$ cat config.mk
export PLATFORM = sky130hd
export DESIGN_NAME = dmem_port_arb
export DESIGN_NICKNAME = d
export VERILOG_FILES = /design/src/rtl/dmem_port_arb_pkg.sv /design/src/rtl/dmem_port_arb.sv
export SDC_FILE = /design/constraint.sdc
export NUM_CORES = 1
export LEC_CHECK = 0
export ABC_AREA = 1
export ABC_CLOCK_PERIOD_IN_PS = 1350
export CAP_MARGIN = 20
export CORE_AREA = 4 4 89 91
export DETAILED_ROUTE_END_ITERATION = 10
export DIE_AREA = 0 0 93 95
export GPL_TIMING_DRIVEN = 0
export PLACE_DENSITY_LB_ADDON = 0.25
export SYNTH_ARGS = -nofsm -noshare
export SYNTH_HDL_FRONTEND = slang
export SYNTH_SLANG_ARGS = --single-unit
$ cat constraint.sdc
create_clock -name clk -period 1.35 [get_ports clk]
set_input_delay 0.27 -clock clk [delete_from_list [all_inputs] [get_ports clk]]
set_output_delay 0.27 -clock clk [all_outputs]
set_load 0.02 [all_outputs]
$ cat src/rtl/dmem_port_arb_pkg.sv
`default_nettype none
// ============================================================================
//  Module   : dmem_port_arb_pkg
//  Brief    : Shared widths, FSM state encoding and the store-win helper for
//             the data-memory port arbiter.
//  Revision : 1.0
// ============================================================================
package dmem_port_arb_pkg;

    localparam int RV32_ADDR_WIDTH = 32;
    localparam int RV32_DATA_WIDTH = 32;
    localparam int DMARB_ST_W      = 2;

    typedef enum logic [DMARB_ST_W-1:0] {
        S_IDLE  = 2'd0,
        S_WAIT  = 2'd1,
        S_FORCE = 2'd2
    } dmarb_state_t;

    // A flushed load is treated as absent, so it never blocks a pending store.
    function automatic logic dmarb_st_win(
        input dmarb_state_t state,
        input logic         st_req,
        input logic         ld_req_eff,
        input logic         stbuf_full
    );
        return st_req & ((state == S_FORCE) | stbuf_full | ~ld_req_eff);
    endfunction

endpackage
`default_nettype wire

$ cat src/rtl/dmem_port_arb.sv
`default_nettype none
// ============================================================================
//  Module   : dmem_port_arb
//  Brief    : Single-port dmem arbiter between the load path and the
//             committed-store drain, with starvation-forced store drains.
//  Revision : 1.0
// ============================================================================
module dmem_port_arb
    import dmem_port_arb_pkg::*;
#(
    parameter int STARVE_MAX = 8,
    parameter int CNT_W      = 4
) (
    input  logic                       clk,
    input  logic                       rst_n,
    input  logic                       i_flush,
    input  logic                       i_ld_req,
    input  logic [RV32_ADDR_WIDTH-1:0] i_ld_addr,
    output logic                       o_ld_gnt,
    output logic                       o_ld_stall,
    output logic [RV32_DATA_WIDTH-1:0] o_ld_rd_data,
    input  logic                       i_st_req,
    input  logic [RV32_ADDR_WIDTH-1:0] i_st_addr,
    input  logic [RV32_DATA_WIDTH-1:0] i_st_data,
    input  logic                       i_stbuf_full,
    output logic                       o_st_ack,
    output logic [RV32_ADDR_WIDTH-1:0] o_dmem_addr,
    output logic                       o_dmem_we,
    output logic [RV32_DATA_WIDTH-1:0] o_dmem_wdata,
    input  logic [RV32_DATA_WIDTH-1:0] i_dmem_rd_data
);

    localparam logic [CNT_W-1:0] c_starve_max = CNT_W'(STARVE_MAX);
    localparam logic [CNT_W-1:0] c_cnt_one    = CNT_W'(1);

    dmarb_state_t     r_state;
    dmarb_state_t     w_state_nxt;
    logic [CNT_W-1:0] r_cnt;
    logic [CNT_W-1:0] w_cnt_nxt;
    logic [CNT_W-1:0] w_cnt_inc;
    logic             w_ld_eff;
    logic             w_st_win;
    logic             w_ld_win;

    assign w_ld_eff  = i_ld_req & ~i_flush;
    assign w_st_win  = dmarb_st_win(r_state, i_st_req, w_ld_eff, i_stbuf_full);
    assign w_ld_win  = w_ld_eff & ~w_st_win;
    assign w_cnt_inc = (&r_cnt) ? r_cnt : r_cnt + c_cnt_one;

    always_ff @(posedge clk) begin
        if (!rst_n) begin
            r_state <= S_IDLE;
            r_cnt   <= '0;
        end else begin
            r_state <= w_state_nxt;
            r_cnt   <= w_cnt_nxt;
        end
    end

    always_comb begin
        w_state_nxt = r_state;
        w_cnt_nxt   = r_cnt;
        case (r_state)
            S_IDLE: begin
                if (i_st_req && !w_st_win) begin
                    w_cnt_nxt   = c_cnt_one;
                    w_state_nxt = (c_cnt_one >= c_starve_max) ? S_FORCE : S_WAIT;
                end else begin
                    w_cnt_nxt   = '0;
                end
            end
            S_WAIT: begin
                if (w_st_win || !i_st_req) begin
                    w_state_nxt = S_IDLE;
                    w_cnt_nxt   = '0;
                end else begin
                    w_cnt_nxt = w_cnt_inc;
                    if (w_cnt_inc >= c_starve_max) begin
                        w_state_nxt = S_FORCE;
                    end
                end
            end
            S_FORCE: begin
                // One forced drain only, unless the buffer is still full.
                w_cnt_nxt   = '0;
                w_state_nxt = (w_st_win && i_stbuf_full) ? S_FORCE : S_IDLE;
            end
            default: begin
                w_state_nxt = S_IDLE;
                w_cnt_nxt   = '0;
            end
        endcase
    end

    // Port outputs are held quiet while reset is asserted.
    assign o_st_ack     = rst_n & w_st_win;
    assign o_dmem_we    = rst_n & w_st_win;
    assign o_ld_gnt     = rst_n & w_ld_win;
    assign o_ld_stall   = rst_n & w_ld_eff & w_st_win;
    assign o_dmem_addr  = !rst_n ? '0 : (w_st_win ? i_st_addr : i_ld_addr);
    assign o_dmem_wdata = rst_n ? i_st_data : '0;
    assign o_ld_rd_data = i_dmem_rd_data;

endmodule
`default_nettype wire

==> metrics.md <==
| Metric | Value |
|---|---|
| Share of post-route cells with drive strength above 1 | `a little over two fifths` |
| Clock root buffer master | `clkbuf_8` |
| Starting density of the core | `roughly a fifth` |
| Syn. warnings | `0` |
| Failing checks | `setup timing` |
| Number of antenna diodes | `0` |
| Required time of the worst setup path | `approximately 1100 ps` |
| Post-detailed-placement half-perimeter wirelength | `~6400 microns` |
| Critical path peak fanout | `7` |
| Longest individual stage delay on the worst path | `about 310 ps` |
| Worst Slack Setup Final | `-364 ps` |
| Clock Sink Count | `6` |
| Number of fill cells in the layout | `between 700 and 800` |
| Worst skew pair latency | `around 220 ps` |
| Worst flop-to-flop path endpoint | `r_cnt[2]` |
| Syn_nets | `between 300 and 400` |
| Worst Path Arrival | `1440 ps` |
| Dominant register cell in the synthesized netlist | `dfxtp_1` |
| Kind of critical path | `reg2out` |
| Share of the core filled with cells in the final layout | `a little over half` |
| Horizontal die dimension | `just over 90 microns` |
| Path length in cells of the critical path | `9` |
| Clock edge transition at the registers on the reported setup and hold paths | `40 ps` |
| Power density over the cells | `roughly 450 mW/mm^2` |
| Number of placement rows | `31` |
| Area fraction of the dominant cell type after synthesis | `approximately 30%` |
| Gate count of the mapped netlist | `about 260` |
| Area grow syn2layout | `184%` |
| Hold crit path type | `reg2reg` |
| Worst-case setup slack after placement | `-1120 ps` |
| Netlist Area Pre-Place | `0.00136 sq mm` |
| Met2 track demand over resource | `between 30% and 40%` |
| Total via count after detailed routing | `between 2000 and 2500` |
| Number of hold buffers added after CTS | `0` |
| Final nets | `between 600 and 700` |
| Num CTS Buffers | `3` |
| CTS tree | `done` |
| Run status | `finished with violations` |
| RSZ-0062 raised after global routing | `true` |
| Startpoint kind of the worst setup timing path | `flop` |
| Avg Cell Area, Syn | `around 5.2 sq um` |
| Overall Global Routing Usage | `~15%` |
| Reg-to-Reg Start | `r_state[0]` |
| Total power draw | `between 1500 and 2000 uW` |
| Average vias per placed instance | `approximately 4.2` |
| Antenna violation net count after detailed routing | `0` |
| Count of pins over their slew limit | `0` |
| Final Routed Wirelength | `between 7000 and 8000 microns` |
| Maximum clock skew at final layout | `2.02 ps` |
| Cell Chain, Critical Path | `inv_2 -> nand2_2 -> nand3_4 -> nand2_8 -> nor2_8 -> buf_8 -> nand2_2 -> nand2_2 -> buf_6` |
| Global routing usage on met1 | `14.4%` |
| Most common cell type on the critical path | `nand2_2` |
| Final count of hold timing violations | `0` |
| Buffers added on ports | `roughly 200` |
| Maximum clock path buffer count | `2` |
| Total congestion overflow | `0` |
| WL/cell | `between 10 and 15 microns` |
| Cell type with the highest aggregate area in the netlist | `nand2_1` |
| Max cap viols | `0` |
| DRT Pass-1 Iters | `4` |
| Worst setup path end | `o_dmem_addr[23]` |
| Count of endpoints failing setup in the final report | `36` |
| Vias in the first global route | `approximately 2300` |
| Largest net degree at the start of global routing | `11` |
| Reg2Reg Depth | `8` |
| Reported leakage power | `approximately 0.0021 uW` |
| Worst Path Buf+Inv | `3` |
| Worst setup EP type | `primary output` |
| Family of cells with the greatest summed delay on the critical path | `simple AND/OR/NAND/NOR gates` |
| Library cells used by synthesis | `21` |
| Ports placed on the boundary | `approximately 230` |
| Worst-case headroom to the max-slew limit | `a little over four fifths` |
| Number of storage elements in the synthesis netlist | `6` |
| Final min period | `about 1700 ps` |
| First-pass GRT wire length | `around 11000 microns` |
| Peak ir drop on the vdd network | `~0.21 mV` |
| Number of antenna violations at the first check in global routing | `0` |
| Count of flip-flops with a built-in enable after synthesis | `0` |
| GRT Max-Usage Layer | `met2` |
| Worst setup path startpoint | `r_state[0]` |
| Post-place instance area | `around 0.0035 sq mm` |
| Final estimated routing congestion in global placement | `0.731` |
| Dominant cells by area after synthesis | `nand2_1 (29%), buf_4 (19%), nand3_1 (14%)` |
| Cell with the largest stage delay on the worst path | `dfxtp_2` |
| Final design instance area without fill | `0.00387 sq mm` |
| Deepest level of the CTS H-tree | `1` |
| Period utilisation layout | `127%` |
| Core outline area | `0.00714 sq mm` |
| Commonest cells in the synthesized netlist | `nand2_1 (107), inv_1 (40), nand3_1 (37), buf_4 (35), nor2_1 (11)` |
| Die area | `0.00884 sq mm` |
| Proportion of synthesized flip-flops having asynchronous set or reset | `0%` |
| Slack of the worst reg-to-reg path | `30 ps` |
| Fraction of the yosys area taken by sequential cells | `about 8.8%` |
| Slew @ Worst Pin | `roughly 250 ps` |
| Initial drt markers | `13` |
| Die outline height | `around 95 microns` |
| DRC viols | `0` |
| Fmax achieved | `583 MHz` |
| Count leader, synth | `nand2_1` |
| Routing usage on met3 | `4.94%` |
[layout by cell type, fill, tap and decap left out]
cell               n
nand3_4            1
nor3_2             1
nand2_8            1
nand2_1           50
mux2i_1            1
o21ai_0            1
nor2_1            10
a21oi_1            2
nand2_2           52
buf_4             57
buf_6             48
nor2_2             1
nand3_1           37
dfxtp_2            2
buf_8              2
nor2_4             2
nor3_1             1
nand4_1            1
ha_1               1
nor2_8             1
dfxtp_1            4
clkbuf_16          1
clkinvlp_4         1
clkbuf_8           3
inv_2              4
nand2_4            6
clkdlybuf4s50_1  128
inv_1             36
buf_2             27
dlygate4sd2_1      4
[worst register-to-register path, cell delays in order (launching register included)]
cell     delay, ps
dfxtp_2        320
inv_2           40
buf_4          120
buf_4          120
nor2_1         140
inv_1           80
nor3_2         210
nand2_1        130
nor2_1         110
[timing repair]
item / CTS / global route
resized for setup: 406 / 42
pin swaps: 5 / 15
cloned: 4 / 1
setup endpoints to repair: 68 / 51
buffers inserted: 13 / 5
[worst min path at each step]
stage | from | end | cells after the start
2_1_floorplan | rst_n | r_cnt[0] | 2
3_3_place_gp | r_cnt[1] | r_cnt[1] | 2
3_5_place_dp | r_cnt[1] | r_cnt[1] | 2
4_1_cts | r_state[0] | r_state[0] | 3
5_1_grt | r_state[0] | r_state[0] | 3
6_report | r_state[0] | r_state[0] | 3
[metal layers]
layer / vias up / routed length, microns
li1: 1203 / -
met1: 1071 / 2490
met3: 8 / 867
met2: 152 / 4330
met4: 0 / 113
met5: - / 0
[through the flow]
stage	instances	hold WS, ps	setup TNS (ps)
floorplan	261	524	0
global placement	561	548	-67970
detailed placement	561	551	-68190
CTS	581	536	-12160
global route	585	569	-14840
finish	585	535	-12080
[kinds of logic (layout without fill, tap and decap cells)]
family / count (synthesis) / count (layout) / share of synthesized area (%)
compound gates: 3 / 3 / 1.10
fa+ha+maj: 1 / 1 / 0.917
buf+inv: 87 / 311 / 36.0
flops: 6 / 6 / 8.81
mux: 1 / 1 / 0.734
simple gates: 163 / 164 / 52.5
[flip-flops by register name, indices dropped and copies added, names as in the netlist]
| register | count |
|---|---|
| r_cnt | 4 |
| r_state | 2 |
[final cells by class]
class	count	area (sq um)	area share, %
Buffer	44	370	9.57
Clock buffer	3	41.3	1.07
Inverter	41	158	4.08
Multi-Input combinational cell	169	948	24.5
Sequential cell	6	123	3.17
Tap cell	99	124	3.20
Timing Repair Buffer	223	2100	54.4
[report_power, final]
group	leakage [uW]	internal, uW	switching, uW
registers	0.0000494	180	0.898
logic	0.00200	735	583
clock network	0.0000216	191	69.4
Power figures use the tool's default switching activity.
